--- src/rtl/imem_loader_pkg.sv ---
// imem_loader shared types and constants.
// Build option: IMEM_LOADER_CHECKSUM_EN adds a trailing XOR checksum byte.
package imem_loader_pkg;

  localparam int WORD_W         = 17;
  localparam int BYTES_PER_WORD = 3;
  localparam int B0_HI_BIT      = 0;
  localparam int INSTR_HI_BIT   = 16;

  typedef enum logic [2:0] {
    S_CNT_HI,
    S_CNT_LO,
    S_B2,
    S_B1,
    S_B0,
    S_RUN,
    S_ERR,
    S_CSUM
  } state_t;

endpackage

--- src/rtl/imem_ram.sv ---
// Instruction word store: synchronous write, asynchronous read.
// No reset; contents survive reloads.
module imem_ram #(
  parameter int WORD_W = 17,
  parameter int DEPTH  = 128,
  parameter int AW     = $clog2(DEPTH)
) (
  input  logic              clock,
  input  logic              we,
  input  logic [AW-1:0]     waddr,
  input  logic [WORD_W-1:0] wdata,
  input  logic [AW-1:0]     raddr,
  output logic [WORD_W-1:0] rdata
);

  logic [WORD_W-1:0] mem [DEPTH];

  always_ff @(posedge clock) begin
    if (we) mem[waddr] <= wdata;
  end

  assign rdata = mem[raddr];

endmodule

--- src/rtl/imem_loader.sv ---
// Byte-serial program loader and instruction server for PMIPSL0.
// Build option: IMEM_LOADER_CHECKSUM_EN (trailing XOR byte check).
module imem_loader #(
  parameter int WORD_W = imem_loader_pkg::WORD_W,
  parameter int ADDR_W = 16,
  parameter int DEPTH  = 128
) (
  input  logic              clock,
  input  logic              reset,
  input  logic              ld_valid,
  input  logic [7:0]        ld_byte,
  output logic              ld_ready,
  input  logic              reload,
  input  logic [ADDR_W-1:0] imemaddr,
  output logic [WORD_W-1:0] imemrdata,
  output logic              cpu_reset,
  output logic              ld_err,
  output logic [7:0]        words_loaded
);

  import imem_loader_pkg::*;

  localparam int AW = $clog2(DEPTH);
  localparam logic [15:0] DEPTH16 = 16'(DEPTH);

`ifdef IMEM_LOADER_CHECKSUM_EN
  localparam state_t S_LAST = S_CSUM;
  logic [7:0] csum;
`else
  localparam state_t S_LAST = S_RUN;
`endif

  state_t            state, state_n;
  logic [15:0]       count;
  logic              hi_bit;
  logic [7:0]        mid;
  logic              xfer, last, we;
  logic [WORD_W-1:0] wdata, rdata;
  logic              hit;

  assign xfer  = ld_valid & ld_ready;
  assign last  = ({8'd0, words_loaded} + 16'd1) == count;
  assign we    = xfer & ~reload & (state == S_B0);
  assign wdata = {hi_bit, mid, ld_byte};

  always_comb begin
    state_n = state;
    if (reload) begin
      state_n = S_CNT_HI;
    end else if (xfer) begin
      unique case (state)
        S_CNT_HI: state_n = S_CNT_LO;
        S_CNT_LO: begin
          if ({count[15:8], ld_byte} > DEPTH16)
            state_n = S_ERR;
          else if ({count[15:8], ld_byte} == 16'd0)
            state_n = S_LAST;
          else
            state_n = S_B2;
        end
        S_B2: state_n = S_B1;
        S_B1: state_n = S_B0;
        S_B0: state_n = last ? S_LAST : S_B2;
`ifdef IMEM_LOADER_CHECKSUM_EN
        S_CSUM: state_n = (csum == ld_byte) ? S_RUN : S_ERR;
`endif
        default: state_n = state;
      endcase
    end
  end

  always_ff @(posedge clock or negedge reset) begin
    if (!reset) begin
      state        <= S_CNT_HI;
      cpu_reset    <= 1'b1;
      ld_ready     <= 1'b1;
      ld_err       <= 1'b0;
      words_loaded <= 8'd0;
      count        <= 16'd0;
      hi_bit       <= 1'b0;
      mid          <= 8'd0;
`ifdef IMEM_LOADER_CHECKSUM_EN
      csum         <= 8'd0;
`endif
    end else begin
      state     <= state_n;
      cpu_reset <= (state_n != S_RUN);
      ld_ready  <= (state_n != S_RUN) && (state_n != S_ERR);
      ld_err    <= (state_n == S_ERR);
      if (reload) begin
        words_loaded <= 8'd0;
`ifdef IMEM_LOADER_CHECKSUM_EN
        csum         <= 8'd0;
`endif
      end else if (xfer) begin
`ifdef IMEM_LOADER_CHECKSUM_EN
        csum <= csum ^ ld_byte;
`endif
        unique case (state)
          S_CNT_HI: count[15:8]  <= ld_byte;
          S_CNT_LO: count[7:0]   <= ld_byte;
          S_B2:     hi_bit       <= ld_byte[B0_HI_BIT];
          S_B1:     mid          <= ld_byte;
          S_B0:     words_loaded <= words_loaded + 8'd1;
          default: ;
        endcase
      end
    end
  end

  imem_ram #(
    .WORD_W (WORD_W),
    .DEPTH  (DEPTH),
    .AW     (AW)
  ) u_ram (
    .clock (clock),
    .we    (we),
    .waddr (words_loaded[AW-1:0]),
    .wdata (wdata),
    .raddr (imemaddr[AW:1]),
    .rdata (rdata)
  );

  // Reads past the loaded image return zero, never stale words.
  assign hit = (state == S_RUN) &&
               (32'(imemaddr[ADDR_W-1:1]) < 32'(count));
  assign imemrdata = hit ? rdata : '0;

endmodule

--- config.mk ---
export PLATFORM = sky130hd
export DESIGN_NAME = imem_loader
export DESIGN_NICKNAME = d
export VERILOG_FILES = /design/src/rtl/imem_loader_pkg.sv /design/src/rtl/imem_ram.sv /design/src/rtl/imem_loader.sv
export SDC_FILE = /design/constraint.sdc
export NUM_CORES = 2
export LEC_CHECK = 0
export BUFFER_PORTS_ARGS = -buffer_cell sky130_fd_sc_hd__buf_2
export CORE_MARGIN = 3
export CORE_UTILIZATION = 30
export CTS_BUF_LIST = sky130_fd_sc_hd__clkbuf_4 sky130_fd_sc_hd__clkbuf_8 sky130_fd_sc_hd__clkbuf_16
export CTS_CLUSTER_DIAMETER = 30
export DETAILED_ROUTE_END_ITERATION = 8
export HOLD_SLACK_MARGIN = 0.1
export SYNTH_ARGS = -nofsm -noshare
export SYNTH_HDL_FRONTEND = slang
export SYNTH_SLANG_ARGS = --single-unit
--- constraint.sdc ---
create_clock -name clock -period 7.85 [get_ports clock]
set_input_delay 0.3925 -clock clock [delete_from_list [all_inputs] [get_ports clock]]
set_output_delay 0.3925 -clock clock [all_outputs]
set_load 0.005 [all_outputs]
==> results list <==
- For the worst setup path, the data arrival time is between 4 and 5 ns.
- Number of design rule violations left after detail routing: 0
- Number of buffer cells added on primary ports: between 50 and 60
- Maximum achievable frequency: ~0.2 GHz
- P_leak: 0.03442 uW
* Post-Place Cells: ~7500
- IO Count: 56
- TritonCTS created 449 clock buffers.
- For the final database, setup skew stands at around 0.047 ns.
* Area of the core: about 280000 um^2
* Number of enable flip-flop cells after synthesis: approximately 2200
- The via count of the first global-routing pass was about 44000.
* Most used flip-flop cell after synthesis: sky130_fd_sc_hd__edfxtp_1
- The share of the Yosys chip area taken by registers is approximately 78%.
- Die Outline Area: between 200000 and 300000 um^2
- For the worst setup path, the data required time is between 7 and 8 ns.
- On the final layout, the worst hold slack is about 0.18 ns.
- Non-filler instance count after layout: ~8300
- Area added between synthesis and finish: 24.57%
- Seq cells post-synth: 2215
* Max VDD drop: between 200 and 250 uV
* Violations in the final reports: max-capacitance violations
- The synthesized netlist contains 51 unique library cells.
- Post-synthesis average cell area: roughly 23 um^2
* Number of violations of the max-capacitance limit: 1
- Post-route cell area: ~110000 um^2
- Dividing total power by cell area gives a power density of 318.8 nW/um^2.
- Initial antenna violation count: 7
- Clock tree from TritonCTS: yes
- Global-route total usage across every layer: 14.95%
- In this run the worst hold path is classified as in2async.
- In the synthesized netlist the async set-or-reset flop fraction comes to 1.761%.
- Detailed-placement wirelength estimate: 126.2 mm
- The max-slew violation count is 0.
* Final-stage net count: roughly 4300
* Ys Warns: 0
* Setup-violating endpoint count in the final report: 0
- Setup total negative slack on the finished layout was measured at 0 ns.
- In this run the cell area measured after placement is between 90000 and 100000 um^2.
- Residual antenna-violating net count after detailed routing: 0
- Effective utilization at floorplan: a little under a third
* Number of vias per cell after detailed routing: about 5.1
- Count of hold-fix buffers inserted at cts: 12
- For the pin with the worst max-slew slack, the measured transition is between 1 and 1.5 ns.
- Root Buffer Master: sky130_fd_sc_hd__clkbuf_16
- TritonCTS sink count: approximately 2200
* Critical path type: in2out
- The number of nets in the synthesized netlist is around 3800.
* Floorplan die height: roughly 540 um
- Setup repair after global routing missed its margin: no
* Floorplan row count: between 150 and 200
* Maximum number of pins on one net before global-route repair: roughly 120
- The floorplan step set the die width to between 500 and 600 um.
* # Post-CTS Setup Buffers: 0
* Average detailed-routed wire length per instance: around 27 um
- Measured against its own limit, the worst slew margin works out to less than 1%.
- Clock latency on the worst-skew pair, taken at its later pin, is between 0.9 and 1 ns.
- Remaining global-route overflow: 0
- Element type at the critical path end: output pin
* Result of the run: complete, but fails checks
* Kind of launch point of the worst setup path: input pin
- The routed design could run at a clock period as short as about 4.9 ns.
- Once the clock tree was built, the resizer swapped 0 gates to a different size.
- In the finished design, the share of the clock period the worst path needs comes to 62.57%.
- Maximum fanout along the worst path: 88
* H-tree level count: 5
- Routed via count: approximately 42000
- Wires add up to roughly 220 mm.
- The clock passes through at most 4 buffers.
* Detailed Routing Iterations Pass 1: 6
* Clock Pin Slew Worst Setup and Hold Paths: approximately 0.05 ns
* Gp weighted congestion: 0.7988
- Counting the fill cells in the layout gives around 25000.
- Before CTS, the worst setup slack after placement is around 2.8 ns.
- For the worst flop-to-flop path, the logic depth is 7.
* First-pass GRT wire length: approximately 320 mm
- Fraction of layout cells with a size suffix above 1: about 38%
* Fin. Hold Viols: 0
- Final WS setup: roughly 3 ns
- Iter 0 DRT Violations: around 5000
- Post-Synthesis Cells: between 3000 and 4000
* Synthesized cell area: approximately 86000 um^2
[logic make-up (layout without fill, tap and decap cells)]
| logic type | after synthesis | in the layout | share of synthesized area, % |
|---|---|---|---|
| AOI/OAI and AO/OA | 232 | 232 | 1.840 |
| xor gates and xnor gates | 18 | 18 | 0.1843 |
| adders and majority gates | 15 | 15 | 0.2194 |
| buffers and inverters | 228 | 1081 | 1.275 |
| DFF | 2215 | 2215 | 77.53 |
| muxes | 687 | 687 | 17.14 |
| other | 0 | 1 | 0 |
| and+or+nand+nor | 352 | 352 | 1.814 |
[layout make-up]
| type | count | area (um^2) | share of cell area (%) |
|---|---|---|---|
| diodes | 1 | 2.502 | 0.002348 |
| clock buffers | 516 | 11820 | 11.09 |
| clock inverters | 289 | 3267 | 3.066 |
| inverters | 24 | 90.09 | 0.08454 |
| multi-input cells | 1304 | 18400 | 17.27 |
| flip-flops and latches | 2215 | 66350 | 62.27 |
| well taps | 3743 | 4683 | 4.395 |
| repair buffers | 252 | 1934 | 1.815 |
[state kept, by name, summed over array words and instances, names as in the netlist, 3 cells and up]
signal,flops
count,16
mid,8
state,3
u_ram.mem,2176
words_loaded,8
[per-stage QoR]
step           total power, uW  util (%)
3_5_place_dp             15500     32.28
5_1_grt                  34960     37.65
3_3_place_gp             15440     32.28
4_1_cts                  34190     37.65
2_1_floorplan            14780         -
6_report                 33970     37.65
[critical path, stage by stage]
cell and delay (ns):
sky130_fd_sc_hd__buf_8 0.40, sky130_fd_sc_hd__buf_12 0.57, sky130_fd_sc_hd__mux4_2 0.65, sky130_fd_sc_hd__mux4_2 0.53
sky130_fd_sc_hd__nand2_1 0.12, sky130_fd_sc_hd__o21ai_0 0.31, sky130_fd_sc_hd__a31oi_1 0.71, sky130_fd_sc_hd__a2111oi_0 0.41
sky130_fd_sc_hd__buf_2 0.24
[report_power, final]
| part | switching (uW) | total (uW) | leakage, uW | internal [uW] |
|---|---|---|---|---|
| sequential | 214 | 13700 | 0.0203 | 13500 |
| combinational | 1040 | 1540 | 0.00678 | 500 |
| clock | 5930 | 18700 | 0.00737 | 12800 |
| total | 7180 | 34000 | 0.0344 | 26800 |
[per-layer routing]
metal | vias to the layer above | global-route usage, % | wire length [um]
met5 | - | 0 | 12
met3 | 344 | 3.540 | 19160
met1 | 22790 | 20.66 | 91000
li1 | 17130 | - | -
met4 | 2 | 4.778 | 5822
met2 | 1964 | 23.36 | 105100
[worst paths after layout]
path | from | end | slack, ns
max | imemaddr[1] | imemrdata[16] | 2.94
min | reset | count[13] | 0.18
max reg2reg | words_loaded[6] | ld_ready | 4.20
min reg2reg | count[3] | count[3] | 0.51
max in group asynchronous | reset | mid[7] | 6.91
min in group clock | reload | words_loaded[2] | 0.39
[cells in the final DEF, fill, tap and decap left out, types with 29 or more instances in the layout]
cell type | Yosys | layout
sky130_fd_sc_hd__mux4_2 | 620 | 620
sky130_fd_sc_hd__a21oi_1 | 48 | 48
sky130_fd_sc_hd__buf_4 | 32 | 189
sky130_fd_sc_hd__buf_2 | 62 | 40
sky130_fd_sc_hd__clkbuf_16 | 0 | 453
sky130_fd_sc_hd__bufinv_16 | 0 | 63
sky130_fd_sc_hd__mux2i_1 | 47 | 47
sky130_fd_sc_hd__nor2_1 | 170 | 85
sky130_fd_sc_hd__clkbuf_4 | 0 | 61
sky130_fd_sc_hd__edfxtp_1 | 2176 | 2176
sky130_fd_sc_hd__nor2_2 | 0 | 75
sky130_fd_sc_hd__clkinv_1 | 0 | 53
sky130_fd_sc_hd__a22oi_1 | 73 | 73
sky130_fd_sc_hd__clkinv_2 | 0 | 78
sky130_fd_sc_hd__clkinvlp_4 | 0 | 48
sky130_fd_sc_hd__nand2_1 | 82 | 82
sky130_fd_sc_hd__a211oi_1 | 29 | 29
[cell usage after synthesis (all sizes together), types with 2 or more instances]
master      n  area, um^2
nor4        5       31.28
inv        24       90.09
a31oi      10       62.56
o32ai       2       17.52
mux2i      47       470.5
clkbuf     71       266.5
nand3      21       105.1
mux2       20       225.2
or2         2       12.51
and3        2       12.51
a31o        2       17.52
nand2b      6       37.54
a21o        6       45.04
nand2      82       307.8
edfxtp   2176       65340
and2        7       43.80
o31ai       3       22.52
a2111oi     8       70.07
a221oi      2       17.52
ha         15       187.7
a211oi     29       217.7
mux4      620       13960
nor3        8       40.04
o221ai      6       52.55
or3         6       37.54
a21oi      48       240.2
nand4b      4       35.03
xor2        9       78.83
a22o        4       35.03
dfrtp      37       925.9
xnor2       9       78.83
nand4       9       56.30
o22ai       7       43.79
o21ai      26       130.1
nor2      170       638.1
dfstp       2       52.55
a211o       2       17.52
buf       133       734.4
a22oi      73       548.0
nor2b      27       168.9
Power figures use the tool's default switching activity.
